===== config.mk =====
export PLATFORM = sky130hd
export DESIGN_NAME = lcd_frame_refresh
export DESIGN_NICKNAME = d
export VERILOG_FILES = /design/src/rtl/lcd_frame_refresh.sv
export SDC_FILE = /design/constraint.sdc
export NUM_CORES = 2
export LEC_CHECK = 0
export ABC_AREA = 0
export CORE_AREA = 2 2 258 260
export CTS_CLUSTER_DIAMETER = 40
export DETAILED_ROUTE_END_ITERATION = 12
export DIE_AREA = 0 0 260 262
export PLACE_DENSITY = 0.69
export SLEW_MARGIN = 20
export SYNTH_ARGS = -nofsm -noshare
export SYNTH_HDL_FRONTEND = slang
export SYNTH_SLANG_ARGS = --single-unit

===== constraint.sdc =====
create_clock -name clk -period 53.4 [get_ports clk]
set_input_delay 10.68 -clock clk [delete_from_list [all_inputs] [get_ports clk]]
set_output_delay 10.68 -clock clk [all_outputs]
set_load 0.05 [all_outputs]

===== src/rtl/lcd_frame_refresh.sv =====
// lcd_frame_refresh: ROWS x COLS character buffer, pushed to an HD44780 over the
// 8-bit parallel bus after a one-time init and again whenever the buffer changes.
module lcd_frame_refresh #(
    parameter int unsigned ROWS        = 4,
    parameter int unsigned COLS        = 20,
    parameter int unsigned POWERUP_CYC = 2_500_000,
    parameter int unsigned SETUP_CYC   = 4,
    parameter int unsigned E_HIGH_CYC  = 25,
    parameter int unsigned CMD_CYC     = 2_500,
    parameter int unsigned LONG_CYC    = 100_000,
    // One spare address code so power-of-two sizes still have out-of-range addresses.
    localparam int unsigned NCHR       = ROWS * COLS,
    localparam int unsigned AW         = $clog2(NCHR + 1)
) (
    input  logic          clk,
    input  logic          rst,
    input  logic          wr_en,
    input  logic [AW-1:0] wr_addr,
    input  logic [7:0]    wr_data,
    output logic          lcd_rs,
    output logic          lcd_rw,
    output logic          lcd_e,
    output logic [7:0]    lcd_data,
    output logic          init_done,
    output logic          frame_done
);

    localparam int unsigned RW    = (ROWS > 1) ? $clog2(ROWS) : 1;
    localparam int unsigned CW    = (COLS > 1) ? $clog2(COLS) : 1;
    localparam int unsigned MAX_A = (POWERUP_CYC > LONG_CYC) ? POWERUP_CYC : LONG_CYC;
    localparam int unsigned MAX_B = (CMD_CYC > E_HIGH_CYC) ? CMD_CYC : E_HIGH_CYC;
    localparam int unsigned MAX_C = (MAX_B > SETUP_CYC) ? MAX_B : SETUP_CYC;
    localparam int unsigned MAX_CYC = (MAX_A > MAX_C) ? MAX_A : MAX_C;
    localparam int unsigned CNT_W = $clog2(MAX_CYC + 1);

    typedef enum logic [2:0] {
        S_POWERUP,
        S_INIT,
        S_IDLE,
        S_ADDR,
        S_CHAR
    } state_e;

    typedef enum logic [1:0] {
        B_IDLE,
        B_SETUP,
        B_STROBE,
        B_HOLD
    } bus_e;

    state_e           state_q, state_d;
    bus_e             bus_q, bus_d;
    logic [CNT_W-1:0] cnt_q, cnt_d;
    logic [2:0]       step_q, step_d;
    logic [RW-1:0]    row_q, row_d;
    logic [CW-1:0]    col_q, col_d;
    logic             dirty_q, dirty_d;
    logic             long_q, long_d;
    logic             rs_q, rs_d;
    logic             e_q, e_d;
    logic [7:0]       data_q, data_d;
    logic             init_done_q, init_done_d;
    logic             frame_done_q, frame_done_d;
    logic [7:0]       buf_q [NCHR];
    logic [7:0]       buf_d [NCHR];

    logic             wr_ok_c;
    logic             bus_done_c;
    logic [CNT_W-1:0] wait_c;
    logic             launch_c;
    logic             l_rs_c;
    logic             l_long_c;
    logic [7:0]       l_byte_c;
    logic [AW-1:0]    idx_c;
    logic [7:0]       ch_c;

    function automatic logic [7:0] init_byte(input logic [2:0] s);
        case (s)
            3'd0, 3'd1, 3'd2: init_byte = 8'h30;
            3'd3:             init_byte = 8'h38;
            3'd4:             init_byte = 8'h08;
            3'd5:             init_byte = 8'h01;
            3'd6:             init_byte = 8'h06;
            default:          init_byte = 8'h0C;
        endcase
    endfunction

    function automatic logic init_long(input logic [2:0] s);
        init_long = (s <= 3'd2) || (s == 3'd5);
    endfunction

    // HD44780 DDRAM start address of each row in 4-line mapping.
    function automatic logic [7:0] row_base(input logic [1:0] r);
        case (r)
            2'd0:    row_base = 8'h00;
            2'd1:    row_base = 8'h40;
            2'd2:    row_base = 8'(COLS);
            default: row_base = 8'h40 + 8'(COLS);
        endcase
    endfunction

    assign wr_ok_c    = wr_en && (wr_addr < AW'(NCHR));
    assign wait_c     = long_q ? CNT_W'(LONG_CYC - 1) : CNT_W'(CMD_CYC - 1);
    assign bus_done_c = (bus_q == B_HOLD) && (cnt_q == wait_c);

    // Frame buffer write port; out-of-range addresses fall through untouched.
    always_comb begin
        buf_d = buf_q;
        if (wr_ok_c) begin
            for (int i = 0; i < int'(NCHR); i++) begin
                if (wr_addr == AW'(i)) buf_d[i] = wr_data;
            end
        end
    end

    // Main sequencer: next state, dirty tracking and the byte to launch on a transition.
    always_comb begin
        state_d      = state_q;
        step_d       = step_q;
        row_d        = row_q;
        col_d        = col_q;
        dirty_d      = dirty_q;
        init_done_d  = init_done_q;
        frame_done_d = 1'b0;
        launch_c     = 1'b0;
        l_rs_c       = 1'b0;
        l_long_c     = 1'b0;
        l_byte_c     = 8'h00;
        idx_c        = '0;
        ch_c         = 8'h20;

        case (state_q)
            S_POWERUP: begin
                if (cnt_q == CNT_W'(POWERUP_CYC - 1)) begin
                    state_d  = S_INIT;
                    step_d   = 3'd0;
                    launch_c = 1'b1;
                end
            end
            S_INIT: begin
                if (bus_done_c) begin
                    if (step_q == 3'd7) begin
                        state_d     = S_IDLE;
                        init_done_d = 1'b1;
                    end else begin
                        step_d   = step_q + 3'd1;
                        launch_c = 1'b1;
                    end
                end
            end
            S_IDLE: begin
                if (dirty_q) begin
                    dirty_d  = 1'b0;
                    state_d  = S_ADDR;
                    row_d    = '0;
                    launch_c = 1'b1;
                end
            end
            S_ADDR: begin
                if (bus_done_c) begin
                    state_d  = S_CHAR;
                    col_d    = '0;
                    launch_c = 1'b1;
                end
            end
            S_CHAR: begin
                if (bus_done_c) begin
                    if (col_q == CW'(COLS - 1)) begin
                        if (row_q == RW'(ROWS - 1)) begin
                            state_d      = S_IDLE;
                            frame_done_d = 1'b1;
                        end else begin
                            state_d  = S_ADDR;
                            row_d    = row_q + RW'(1);
                            launch_c = 1'b1;
                        end
                    end else begin
                        col_d    = col_q + CW'(1);
                        launch_c = 1'b1;
                    end
                end
            end
            default: state_d = S_POWERUP;
        endcase

        // A write in the same cycle as the dirty clear must not be lost.
        if (wr_ok_c) dirty_d = 1'b1;

        idx_c = AW'(row_d) * AW'(COLS) + AW'(col_d);
        for (int i = 0; i < int'(NCHR); i++) begin
            if (idx_c == AW'(i)) ch_c = buf_q[i];
        end

        case (state_d)
            S_INIT: begin
                l_byte_c = init_byte(step_d);
                l_long_c = init_long(step_d);
            end
            S_ADDR: l_byte_c = 8'h80 | row_base(2'(row_d));
            S_CHAR: begin
                l_byte_c = ch_c;
                l_rs_c   = 1'b1;
            end
            default: l_byte_c = 8'h00;
        endcase
    end

    // Bus cycle: SETUP (E low) -> STROBE (E high) -> HOLD (E low); rs/data only change on launch.
    always_comb begin
        bus_d  = bus_q;
        cnt_d  = cnt_q;
        rs_d   = rs_q;
        data_d = data_q;
        e_d    = e_q;
        long_d = long_q;

        case (bus_q)
            B_IDLE: begin
                if (state_q == S_POWERUP) cnt_d = cnt_q + CNT_W'(1);
            end
            B_SETUP: begin
                if (cnt_q == CNT_W'(SETUP_CYC - 1)) begin
                    bus_d = B_STROBE;
                    cnt_d = '0;
                    e_d   = 1'b1;
                end else begin
                    cnt_d = cnt_q + CNT_W'(1);
                end
            end
            B_STROBE: begin
                if (cnt_q == CNT_W'(E_HIGH_CYC - 1)) begin
                    bus_d = B_HOLD;
                    cnt_d = '0;
                    e_d   = 1'b0;
                end else begin
                    cnt_d = cnt_q + CNT_W'(1);
                end
            end
            B_HOLD: begin
                if (bus_done_c) begin
                    bus_d = B_IDLE;
                    cnt_d = '0;
                end else begin
                    cnt_d = cnt_q + CNT_W'(1);
                end
            end
            default: bus_d = B_IDLE;
        endcase

        if (launch_c) begin
            bus_d  = B_SETUP;
            cnt_d  = '0;
            e_d    = 1'b0;
            rs_d   = l_rs_c;
            data_d = l_byte_c;
            long_d = l_long_c;
        end
    end

    // State, counters and registered pin drivers.
    always_ff @(posedge clk or posedge rst) begin
        if (rst) begin
            state_q      <= S_POWERUP;
            bus_q        <= B_IDLE;
            cnt_q        <= '0;
            step_q       <= '0;
            row_q        <= '0;
            col_q        <= '0;
            dirty_q      <= 1'b1;
            long_q       <= 1'b0;
            rs_q         <= 1'b0;
            e_q          <= 1'b0;
            data_q       <= 8'h00;
            init_done_q  <= 1'b0;
            frame_done_q <= 1'b0;
        end else begin
            state_q      <= state_d;
            bus_q        <= bus_d;
            cnt_q        <= cnt_d;
            step_q       <= step_d;
            row_q        <= row_d;
            col_q        <= col_d;
            dirty_q      <= dirty_d;
            long_q       <= long_d;
            rs_q         <= rs_d;
            e_q          <= e_d;
            data_q       <= data_d;
            init_done_q  <= init_done_d;
            frame_done_q <= frame_done_d;
        end
    end

    // Frame buffer storage, cleared to spaces on reset.
    always_ff @(posedge clk or posedge rst) begin
        if (rst) begin
            for (int i = 0; i < int'(NCHR); i++) buf_q[i] <= 8'h20;
        end else begin
            buf_q <= buf_d;
        end
    end

    assign lcd_rs     = rs_q;
    assign lcd_rw     = 1'b0;
    assign lcd_e      = e_q;
    assign lcd_data   = data_q;
    assign init_done  = init_done_q;
    assign frame_done = frame_done_q;

endmodule


==> impl_metrics.sql <==
INSERT INTO impl_metrics (metric_group, metric, value, unit) VALUES
('run_status', 'status', 'complete, no violations', ''),
('grt', 'antenna_found_initial', '8', ''),
('grt', 'grt_use_total', '38.2', '%'),
('routing', 'via_per_inst', '7.05', ''),
('finish', 'layout.cells.non_filler', '4266', ''),
('grt', 'grt_start_max_net_pins', '173', ''),
('die', 'cell_row_count', '94', ''),
('timing', 'rsz_0062_raised_after_global_routing', 'no', ''),
('yosys', 'ys_seq_area_share', '48.9', '%'),
('placement', 'buffer_ports.inserted', '29', ''),
('grt', 'grt_overflow', '0', ''),
('die', 'die_x', '260', 'um'),
('setup_path', 'worst-setup-path-type', 'in2reg', ''),
('clock_tree', 'cts_root_buffer', 'sky130_fd_sc_hd__clkbuf_16', ''),
('finish', 'post_route_cells_drive_above_1_share', '31.9', '%'),
('clock_tree', 'clk_latency', '700', 'ps'),
('placement', 'gpl.final_weighted_congestion', '0.963', ''),
('timing', 'max_frequency', '76.4', 'MHz'),
('die', 'initial_core_util', '54.4', '%'),
('clock_tree', 'postCtsSetupRepairBufs', '0', ''),
('timing', 'final_hold_viol_count', '0', ''),
('power_and_ir_drop', 'power', '1.43', 'mW'),
('grt', 'via_count_of_the_first_global_routing_pass', '30000', ''),
('setup_path', 'launching_point_of_the_worst_reg2reg_path', 'col_q[1]', ''),
('power_and_ir_drop', 'leakage', '18.2', 'nW'),
('clock_tree', 'ctsHoldBuffers', '0', ''),
('timing', 'tightestPinTransition', '1240', 'ps'),
('yosys', 'ys_ff_latch', '691', ''),
('finish', 'fillerInstances', '5242', ''),
('clock_tree', 'tritoncts_sinks', '691', ''),
('routing', 'dr_total_vias', '30100', ''),
('setup_path', 'crit_path_max_fanout', '8', ''),
('setup_path', 'worst-r2r-setup-slack', '44870', 'ps'),
('timing', 'min_period_over_period', '24.5', '%'),
('clock_tree', 'cts_resized', '0', ''),
('routing', 'postRouteAntennaNets', '0', ''),
('yosys', 'synth.avg_cell_area', '10.7', 'um^2'),
('setup_path', 'timing.critical_path.required', '53980', 'ps'),
('timing', 'period_needed', '13090', 'ps'),
('clock_tree', 'cts_buffer_depth', '3', ''),
('finish', 'finish.net_count', '3334', ''),
('finish', 'layout.cells.most_common_list', 'sky130_fd_sc_hd__mux2_2, sky130_fd_sc_hd__dfrtp_1, sky130_fd_sc_hd__nand2_1', ''),
('timing', 'pins_over_their_slew_limit', '0', ''),
('min_path', 'worstHoldPathType', 'reg2reg', ''),
('flow_run', 'max-cap-violations', '0', ''),
('die', 'ios', '31', ''),
('yosys', 'synth-edff-count', '0', ''),
('routing', 'wl_per_cell', '30.3', 'um'),
('timing', 'timing.slew.headroom', '16.4', '%'),
('placement', 'place.detailed.instances', '4056', ''),
('timing', 'worst_clock_skew', '24.4', 'ps'),
('yosys', 'synth_fp_nets', '3349', ''),
('routing', 'remaining_drc_errors', '0', ''),
('die', 'core-area', '65300', 'um^2'),
('finish', 'final_common_cell', 'sky130_fd_sc_hd__mux2_2', ''),
('die', 'die-area', '68100', 'um^2'),
('routing', 'routed_wl', '129000', 'um'),
('yosys', 'yosys_most_used_dff', 'sky130_fd_sc_hd__dfrtp_1', ''),
('setup_path', 'worstReg2RegEnd', 'lcd_data[3]', ''),
('timing', 'final_setup_violation_count', '0', ''),
('yosys', 'synthesis.area', '35500', 'um^2'),
('finish', 'layout-area-overhead-vs-synth', '14.4', '%'),
('min_path', 'hold-path-endpoint', 'lcd_rs', ''),
('clock_tree', 'numCtsBuffers', '109', ''),
('die', 'die_height', '262', 'um'),
('yosys', 'synthDistinctLibCells', '96', ''),
('power_and_ir_drop', 'power_per_cell_area', '35.3', 'nW/um^2'),
('min_path', 'hold_critical_path_depth', '2', ''),
('setup_path', 'worstPathArrival', '13670', 'ps'),
('power_and_ir_drop', 'vdd_drop_max', '0.0274', 'mV'),
('clock_tree', 'number_of_levels_in_the_clock_h_tree', '3', ''),
('setup_path', 'worst_setup_path_end_kind', 'flip-flop', ''),
('timing', 'final.setup.tns', '0', 'ps'),
('setup_path', 'startpoint_type', 'input pin', ''),
('clock_tree', 'clock_transition_time_at_the_flip_flop_clock_pins_of_the_worst_setup_and_hold_paths', '50', 'ps'),
('yosys', 'synth-async-reset-ratio', '100', '%'),
('clock_tree', 'tritoncts', 'built', ''),
('setup_path', 'worst_r2r_path_depth', '22', ''),
('placement', 'place_hpwl', '83100', 'um'),
('yosys', 'post_synth_inst_count', '3318', ''),
('min_path', 'worst_hold_startpoint', 'lcd_rs', ''),
('yosys', 'synth-warning-count', '0', ''),
('routing', 'drt_first_pass_iters', '6', ''),
('routing', 'detail_route.iter0.violations', '4138', ''),
('grt', 'grt_pass1_wl', '194000', 'um');
==> cells in the mapped netlist (12+ instances only) <==
master | instances | area (um^2)
sky130_fd_sc_hd__a31oi_1 | 42 | 263
sky130_fd_sc_hd__inv_1 | 22 | 82.6
sky130_fd_sc_hd__clkbuf_1 | 146 | 548
sky130_fd_sc_hd__a211oi_1 | 39 | 293
sky130_fd_sc_hd__nand2_1 | 364 | 1370
sky130_fd_sc_hd__o2bb2ai_1 | 12 | 105
sky130_fd_sc_hd__o21ai_0 | 174 | 871
sky130_fd_sc_hd__nor2_1 | 194 | 728
sky130_fd_sc_hd__nand2b_1 | 15 | 93.8
sky130_fd_sc_hd__dfstp_2 | 81 | 2130
sky130_fd_sc_hd__a21o_1 | 15 | 113
sky130_fd_sc_hd__xor2_1 | 12 | 105
sky130_fd_sc_hd__nor3_1 | 90 | 450
sky130_fd_sc_hd__mux2_2 | 647 | 7290
sky130_fd_sc_hd__nand3_1 | 92 | 460
sky130_fd_sc_hd__o31ai_1 | 16 | 120
sky130_fd_sc_hd__and3_1 | 16 | 100
sky130_fd_sc_hd__o22ai_1 | 39 | 244
sky130_fd_sc_hd__ha_1 | 12 | 150
sky130_fd_sc_hd__buf_2 | 66 | 330
sky130_fd_sc_hd__a221oi_1 | 24 | 210
sky130_fd_sc_hd__buf_1 | 19 | 71.3
sky130_fd_sc_hd__a2111oi_0 | 13 | 114
sky130_fd_sc_hd__dfrtp_1 | 610 | 15300
sky130_fd_sc_hd__mux2i_1 | 32 | 320
sky130_fd_sc_hd__o221ai_1 | 15 | 131
sky130_fd_sc_hd__o211ai_1 | 29 | 218
sky130_fd_sc_hd__a21oi_1 | 185 | 926
sky130_fd_sc_hd__a22oi_1 | 33 | 248
sky130_fd_sc_hd__nor4_1 | 16 | 100
sky130_fd_sc_hd__nand4_1 | 20 | 125
sky130_fd_sc_hd__o21ai_1 | 13 | 65.1
==> worst max-delay path, cell delays in order <==
cell and delay, ps:
sky130_fd_sc_hd__clkdlybuf4s50_1 780, sky130_fd_sc_hd__nand2_1 180, sky130_fd_sc_hd__nor3_2 940, sky130_fd_sc_hd__nand2_1 620
sky130_fd_sc_hd__mux2_2 450
==> worst max-delay path by stage <==
stage	slack [ps]	cells after the start	to	from
finish	40310	5	buf_q[608]	wr_addr[1]
global route	39980	4	buf_q[108]	rst
CTS	40290	4	buf_q[274]	rst
detailed placement	39600	4	buf_q[286]	rst
global placement	39710	4	buf_q[177]	rst
floorplan	23480	1	buf_q[0]	rst
==> state kept, by name, indices dropped and copies added, names as in the netlist, 2 cells and up <==
signal,count
buf_q,640
step_q,3
bus_q,2
row_q,2
lcd_data,8
state_q,3
cnt_q,22
col_q,5
==> logic make-up after synthesis <==
group                      synth area share [%]
and+or+nand+nor                            11.2
AOI/OAI and AO/OA                          14.4
DFF                                        48.9
muxes                                      21.6
buffers and inverters                      3.06
xor gates and xnor gates                  0.370
adders and majority gates                 0.479
other                                    0.0106
==> through the flow <==
stage	area (um^2)	hold slack [ps]	setup WS, ps	util [%]
2_1_floorplan	35500	471	23480	-
3_3_place_gp	36600	457	39710	56.1
3_5_place_dp	36600	465	39600	56.1
4_1_cts	40600	478	40290	62.2
5_1_grt	40600	505	39980	62.3
6_report	40600	480	40310	62.3
==> routing by layer <==
layer  vias to the layer above  GRT usage [%]  routed length, um
li1                      12300              -                  -
met1                     15100           49.8              48600
met2                      2120           55.6              55500
met3                       569           11.9              16200
met4                        12           23.5               9020
met5                         -              0                 91
==> layout make-up <==
type | instances | area [um^2] | area share [%]
Sequential cell | 691 | 17400 | 42.8
Multi-Input combinational cell | 2365 | 17200 | 42.3
Clock buffer | 126 | 2950 | 7.25
Tap cell | 864 | 1080 | 2.66
Clock inverter | 82 | 1020 | 2.50
Timing Repair Buffer | 110 | 895 | 2.20
Inverter | 26 | 113 | 0.277
Antenna cell | 2 | 5.00 | 0.0123
==> where the power goes <==
part	total, mW	switching, mW	internal [mW]	leakage [nW]
clock network	0.762	0.279	0.483	1.89
registers	0.592	0.0241	0.568	9.14
logic	0.0800	0.0436	0.0363	7.22
Power figures use the tool's default switching activity.
